[src/rtl/multi_score.sv]
// multi_score: multi-player dice scoring with round/final hold timers.
// Optional SCORE_LEAD_WIN_EN also ends a game once the lead reaches LEAD_MARGIN.
module multi_score #(
    parameter int N_PLAYERS   = 2,
    parameter int DICE_W      = 4,
    parameter int SCORE_W     = 4,
    parameter int WIN_SCORE   = 5,
    parameter int HOLD_SHORT  = 3000000,
    parameter int HOLD_LONG   = 5000000,
    parameter int LEAD_MARGIN = 3
) (
    input  logic                          clk,
    input  logic                          rst,
    input  logic [N_PLAYERS-1:0]          start,
    input  logic [N_PLAYERS*DICE_W-1:0]   dice,
    output logic [N_PLAYERS*SCORE_W-1:0]  score,
    output logic                          busy,
    output logic                          finish,
    output logic                          game_over,
    output logic [1:0]                    winner
);
    localparam int CW = $clog2(HOLD_LONG + 1);
    typedef enum logic [1:0] {IDLE, EVAL, HOLD, FINAL} state_t;
    state_t                       r_state, w_next;
    logic [N_PLAYERS-1:0]         r_s1, r_s2, r_s3, r_armed;
    logic [CW-1:0]                r_cnt;
    logic [N_PLAYERS*SCORE_W-1:0] r_int, r_disp, w_new;
    logic [SCORE_W-1:0]           w_mx, w_sd;
    logic [DICE_W-1:0]            w_dmx;
    logic [1:0]                   w_didx, w_lidx;
    logic                         w_tie, w_end;

    assign busy   = (r_state == HOLD) || (r_state == FINAL);
    assign finish = busy && (r_cnt == '0);
    // the fresh internal score is visible during the finish cycle itself
    assign score  = finish ? r_int : r_disp;

    always_comb begin
        w_dmx  = dice[0 +: DICE_W];
        w_didx = 2'd0;
        w_tie  = 1'b0;
        for (int p = 1; p < N_PLAYERS; p++)
            if (dice[p*DICE_W +: DICE_W] > w_dmx) begin
                w_dmx  = dice[p*DICE_W +: DICE_W];
                w_didx = 2'(p);
                w_tie  = 1'b0;
            end else if (dice[p*DICE_W +: DICE_W] == w_dmx)
                w_tie = 1'b1;
        w_new = r_int;
        for (int p = 0; p < N_PLAYERS; p++)
            if (!w_tie && w_didx == 2'(p) && r_int[p*SCORE_W +: SCORE_W] != '1)
                w_new[p*SCORE_W +: SCORE_W] = r_int[p*SCORE_W +: SCORE_W] + SCORE_W'(1);
        // a score equal to the running max drops into second place, so ties give lead 0
        w_mx   = w_new[0 +: SCORE_W];
        w_sd   = '0;
        w_lidx = 2'd0;
        for (int p = 1; p < N_PLAYERS; p++)
            if (w_new[p*SCORE_W +: SCORE_W] > w_mx) begin
                w_sd   = w_mx;
                w_mx   = w_new[p*SCORE_W +: SCORE_W];
                w_lidx = 2'(p);
            end else if (w_new[p*SCORE_W +: SCORE_W] > w_sd)
                w_sd = w_new[p*SCORE_W +: SCORE_W];
`ifdef SCORE_LEAD_WIN_EN
        w_end = (w_mx >= SCORE_W'(WIN_SCORE)) || ((w_mx - w_sd) >= SCORE_W'(LEAD_MARGIN));
`else
        w_end = w_mx >= SCORE_W'(WIN_SCORE);
`endif
    end

    always_comb begin
        w_next = r_state;
        case (r_state)
            IDLE:    w_next = &r_armed ? EVAL : IDLE;
            EVAL:    w_next = w_end ? FINAL : HOLD;
            default: w_next = finish ? IDLE : r_state;
        endcase
    end

    always_ff @(posedge clk or negedge rst)
        if (!rst) r_state <= IDLE;
        else      r_state <= w_next;

    always_ff @(posedge clk or negedge rst) begin
        if (!rst) begin
            r_s1      <= '0;
            r_s2      <= '0;
            r_s3      <= '0;
            r_armed   <= '0;
            r_cnt     <= '0;
            r_int     <= '0;
            r_disp    <= '0;
            game_over <= 1'b0;
            winner    <= 2'd0;
        end else begin
            r_s1    <= start;
            r_s2    <= r_s1;
            r_s3    <= r_s2;
            r_armed <= (r_state == IDLE && &r_armed) ? '0 :
                       busy ? r_armed : r_armed | (r_s3 & ~r_s2);
            if (r_state == EVAL) begin
                r_int     <= w_new;
                r_cnt     <= (w_end || (w_mx - w_sd) >= SCORE_W'(2)) ? CW'(HOLD_LONG - 1) : CW'(HOLD_SHORT - 1);
                game_over <= w_end;
                winner    <= w_end ? w_lidx : 2'd0;
            end else if (busy)
                r_cnt <= r_cnt - CW'(1);
            if (finish) begin
                r_disp <= (r_state == FINAL) ? '0 : r_int;
                if (r_state == FINAL) begin
                    r_int     <= '0;
                    game_over <= 1'b0;
                    winner    <= 2'd0;
                end
            end
        end
    end
endmodule

[config.mk]
export PLATFORM = sky130hd
export DESIGN_NAME = multi_score
export DESIGN_NICKNAME = d
export VERILOG_FILES = /design/src/rtl/multi_score.sv
export SDC_FILE = /design/constraint.sdc
export NUM_CORES = 1
export LEC_CHECK = 0
export CAP_MARGIN = 40
export CORE_MARGIN = 2
export CORE_UTILIZATION = 58
export DETAILED_ROUTE_END_ITERATION = 8
export GPL_TIMING_DRIVEN = 1
export PLACE_DENSITY = 0.87
export SKIP_CTS_REPAIR_TIMING = 1
export SLEW_MARGIN = 20
export SYNTH_ARGS = -nofsm -noshare
export SYNTH_HDL_FRONTEND = slang
export SYNTH_SLANG_ARGS = --single-unit
export TNS_END_PERCENT = 20
[constraint.sdc]
create_clock -name clk -period 4.44 [get_ports clk]
set_input_delay 0.888 -clock clk [delete_from_list [all_inputs] [get_ports clk]]
set_output_delay 0.888 -clock clk [all_outputs]
set_load 0.02 [all_outputs]
# [Word-level counts from Yosys, hierarchy flattened]
# Index checks and enable logic that the tools add are counted.
[totals] ff_bits=52 input_bits=12 out_inout_bits=13 word_cells=75
[op_classes] n_addsub=4 magnitude_cmp=5 eq_ne=8 mux=30 bitwise=3 n_reduce_logical=15
[op_table] op="23-bit 2-to-1 mux" n=3
[op_table] op="8-bit 2-to-1 mux" n=5
[op_table] op="23-bit logical NOT" n=1
[op_table] op="23-bit by 1-bit subtractor with 23-bit output, second input constant" n=1
[op_table] op="4-bit 2-to-1 mux" n=5
[op_table] op="2-bit 2-to-1 mux" n=7
[op_table] op="1-bit 2-to-1 mux" n=9
[op_table] op="4-bit by 1-bit adder with 4-bit output, second input constant" n=2
[op_table] op="4-bit greater-than comparator" n=2
[op_table] op="4-bit != test, second input constant" n=2
[op_table] op="1-bit logical AND" n=6
[op_table] op="2-bit by 1-bit == test with 1-bit output, second input constant" n=2
[op_table] op="2-bit == test, second input constant" n=2
[op_table] op="4-bit == test" n=1
[op_table] op="4-bit by 2-bit greater-or-equal comparator with 1-bit output, second input constant" n=1
[op_table] op="4-bit by 3-bit greater-or-equal comparator with 1-bit output, second input constant" n=1
[op_table] op="4-bit by 1-bit greater-than comparator with 1-bit output, second input constant" n=1
[op_table] op="2-bit logical NOT" n=2
[op_table] op="2-bit case mux with 2 select lines" n=1
[op_table] op="4-bit subtractor" n=1
[op_table] op="3-bit nonzero test" n=1
[op_table] op="2-bit bitwise AND" n=1
[op_table] op="1-bit logical OR" n=2
[op_table] op="2-bit by 1-bit != test with 1-bit output, second input constant" n=1
[op_table] op="other kinds (5)" n=5

# [Depth between registers and ports, before layout]
[depth] word_depth=15 ltp_mapped=21 ltp_nobuf=21

# [Worst setup path before layout]
# OpenSTA, ideal clock, no wires.
[synth_timing] kind="input to register" startpoint="input dice[1]" endpoint="register r_cnt[15]" setup_time_ps=131 t_arrival_ps=4678 required_ps=4309 slack_ps=-369 cell_stages=20 path_buffers=0 cell_sequence="inv_1 -> ha_1 -> nor2b_4 -> o211a_4 -> nor4b_1 -> nor2_1 -> ha_1 -> nor2b_1 -> o211a_1 -> o21ai_1 -> nor2_1 -> a21oi_1 -> ha_1 -> inv_1 -> ha_1 -> nor3_1 -> a221oi_2 -> o2111ai_2 -> nor3_2 -> or3_1"
[synth_via] elab_chain_len=15 elab_cells_between_ends=25 cone_classes="1 x add/sub; 5 x order compare; 2 x eq/ne; 10 x mux; 7 x reduce/logical"
[synth_lines] item="start: declaration" line="15" rtl="input logic [N_PLAYERS*DICE_W-1:0] dice,"
[synth_lines] item="parallel branches: the longest is 12 deep, another holds 4-bit greater-than comparator"
[synth_lines] item="1-bit logical OR *" line="103" rtl="r_cnt <= (w_end || (w_mx - w_sd) >= SCORE_W'(2)) ? CW'(HOLD_LONG - 1) : CW'(HOLD_SHORT - 1);"
[synth_lines] item="23-bit 2-to-1 mux *" line="103"
[synth_lines] item="23-bit 2-to-1 mux *" line="101" rtl="if (r_state == EVAL) begin"
[synth_lines] item="end signal: assignment" line="103"
[synth_lines] item="end signal: assignment" line="107" rtl="r_cnt <= r_cnt - CW'(1);"
[synth_lines] item="end: declaration" line="26" rtl="logic [CW-1:0] r_cnt;"
# Mark *: on every way between the ends.
# A chain may end at the register's enable or synchronous reset.

# [Final worst setup path]
[layout_timing] startpoint="input dice[1]" endpoint="register r_cnt[21]"
# The elaborated chain is that of the path after synthesis.

==> impl_metrics.json <==
{
  "htree_levels": 2,
  "max_freq_mhz": 218,
  "first_pass_iters": 5,
  "routed_wl_mm": 8.08,
  "power_frac_seq": 0.440,
  "cts_sinks": 52,
  "vias_per_cell": 6.34,
  "grt_max_degree": 53,
  "p_clk_frac": 0.298,
  "cts_tree": "done",
  "rsz0062_at_grt": "true",
  "status": "finished, violations left",
  "cp.depth": 19,
  "min_period_over_period": 1.03,
  "cts-root-buf": "clkbuf_8",
  "design_area_sq_mm": 0.00398,
  "coreArea_sq_mm": 0.00507,
  "nets": 409,
  "final_hold_viol_count": 0,
  "crit_slowest_cell": "or3_1",
  "cp_max_fo": 6,
  "synth.yosys.seq_area_share": 0.427,
  "final_core_util": 0.784,
  "worstHoldStart": "r_s1[1]",
  "clock_latency_ns": 0.32,
  "critPathLaunch": "dice[1]",
  "dpl_worst_slack_ns": -0.822,
  "min_period_ns": 4.58,
  "die_h_um": 76.5,
  "antenna_found_initial": 0,
  "fillCellCount": 316,
  "setup-tns-final_ns": -0.473,
  "initial_core_util": 0.601,
  "clock_skew_ns": 0.0126,
  "p_leak_nw": 1.92,
  "syn-cell-area_sq_mm": 0.00305,
  "combPwrFrac": 0.262,
  "r2r.worst_path.cells": 17,
  "ys_types": 55,
  "synth_ff_type": "dfrtp_1",
  "finalSetupViolCount": 8,
  "ios": 25,
  "via_count": 2880,
  "overflow": 0,
  "fin_ws_ns": -0.138,
  "grtUsageTotal": 0.269,
  "area_growth_pct": 30.4,
  "place.gp.congestion": 0.911,
  "async_reset_ff_frac": 1.00,
  "p_int_mw": 0.790,
  "sw_frac_of_total": 0.281,
  "crit_required_ns": 4.64,
  "dp_hpwl_mm": 5.51,
  "synth-seq-cells": 52,
  "hold_class": "flop to flop",
  "path_cells": "buf_6 > inv_4 > ha_4 > nor2b_4 > o211a_4 > nor4b_4 > nor2_2 > ha_1 > nor2b_4 > o211a_1 > o21a_2 > o21ai_1 > ha_2 > o21a_1 > o21ai_1 > o22ai_1 > and4bb_2 > nor3_4 > or3_1",
  "p_total_mw": 1.10,
  "slew_violations": 0,
  "slowest_delay_ns": 0.39,
  "synth.avg_cell_area_sq_um": 9.50,
  "hold_slack_ns": 0.354,
  "drive_gt1_frac": 0.255,
  "die_w_um": 76.5,
  "ir_drop_mv": 0.296,
  "grt_pass1_wl_mm": 12.8,
  "num_rows": 26,
  "synth_nets": 347,
  "worst_pin_slew_ns": 0.733,
  "crit_family": "simple AND/OR/NAND/NOR gates",
  "synth_enable_flop_cells": 0,
  "path_class": "input port to flop",
  "critPathLaunchType": "input port",
  "wire_per_inst_um": 17.8,
  "r2r_start": "r_int[0]",
  "layout_commonest_cell": "dfrtp_1",
  "switchingPower_mw": 0.308,
  "fp.dieArea_sq_mm": 0.00585,
  "placed_area_sq_mm": 0.00372,
  "slew_headroom": 0.508,
  "ant_nets": 0,
  "crit_buf_inv": 2,
  "drt_iter0_markers": 250,
  "drc_errors": 0,
  "finalNonFillerCells": 454,
  "grt_pass1_vias": 2670,
  "failed_checks": "negative setup slack",
  "end_kind": "flop",
  "numPortBuffers": 24,
  "clkTransAtPathRegs_ns": 0.09,
  "diodes": 0,
  "power_density_mw_per_mm2": 276,
  "maxCapViolCount": 0,
  "yosys_warnings": 0,
  "cts_buffer_depth": 2,
  "final_cell_mix": "52 x dfrtp_1, 36 x buf_4, 23 x nor2_1",
  "synth_cells": 321,
  "post-place-cells": 440,
  "worstPathArrival_ns": 4.77,
  "hold_path_depth": 0,
  "cts_buffers": 5
}
==> worst paths after layout <==
check | slack, ns | endpoint
worst max-delay path | -0.14 | r_cnt[21]
worst min-delay path | 0.35 | r_s2[1]
worst max register to register | 0.40 | r_cnt[21]
worst min register to register | 0.35 | r_s2[1]
max in group asynchronous | 3.33 | r_s3[1]
min in group asynchronous | 0.66 | r_disp[1]
==> kinds of logic (layout without fill, tap and decap cells) <==
group / Yosys count / in the layout / share of synthesized area
simple gates: 126 / 126 / 0.224
xor+xnor: 9 / 9 / 0.0259
fa+ha+maj: 14 / 14 / 0.0574
flops: 52 / 52 / 0.427
compound gates: 92 / 92 / 0.213
mux: 8 / 8 / 0.0279
buf+inv: 20 / 83 / 0.0246
==> area by class of cell <==
type	count	area (sq um)	share of cell area
clock inverter	3	42.5	0.0107
clock buffer	5	68.8	0.0173
multi-input combinational	249	1890	0.474
tap	70	87.6	0.0220
sequential	52	1300	0.327
inverter	14	62.6	0.0157
timing repair buffer	61	528	0.133
==> routing by layer <==
layer	global-route usage	vias to the layer above	part of all wire
met5	0	-	0
met2	0.434	135	0.49
li1	-	1314	-
met4	0.0982	0	0.023
met1	0.369	1409	0.43
met3	0.0403	22	0.053
==> power by group through the flow <==
stage / registers, mW / logic, mW / clock network [mW]
after global routing: 0.484 / 0.307 / 0.343
after global placement: 0.492 / 0.240 / 0
final: 0.483 / 0.288 / 0.327
after floorplan: 0.493 / 0.150 / 0
after CTS: 0.483 / 0.250 / 0.325
after detailed placement: 0.492 / 0.249 / 0
==> sequential cells by signal (all words and copies together) (netlist names) <==
name and cells:
game_over 1, r_cnt 23, r_state 2, r_s1 2, r_s2 2, r_armed 2, r_s3 2, r_int 8
winner 2, r_disp 8
==> cells in the mapped netlist, types with 4 or more instances <==
master,number,share of area
dfrtp_1,52,0.43
nor2_1,24,0.030
nand2_1,20,0.025
o21ai_0,19,0.031
a21o_1,17,0.042
nand3_1,15,0.025
a21oi_1,14,0.023
ha_1,14,0.057
nor3_1,14,0.023
inv_1,13,0.016
and2_1,10,0.021
nand4_1,7,0.014
xnor2_1,7,0.020
nand2b_1,6,0.012
or3_1,6,0.012
nor4_1,5,0.010
a22o_1,4,0.011
mux2_2,4,0.015
mux2i_1,4,0.013
o21a_1,4,0.0098
==> worst reg2reg max path, stage by stage (launching register included) <==
cell	delay (ns)
dfrtp_1	0.40
ha_1	0.24
nand3_1	0.14
nand2_4	0.09
nor4b_4	0.29
nor2_2	0.10
ha_1	0.31
nor2b_4	0.13
o211a_1	0.24
o21a_2	0.27
o21ai_1	0.16
ha_2	0.33
o21a_1	0.22
o21ai_1	0.09
o22ai_1	0.11
and4bb_2	0.36
nor3_4	0.07
or3_1	0.39
(Power assumes the default switching activity.)
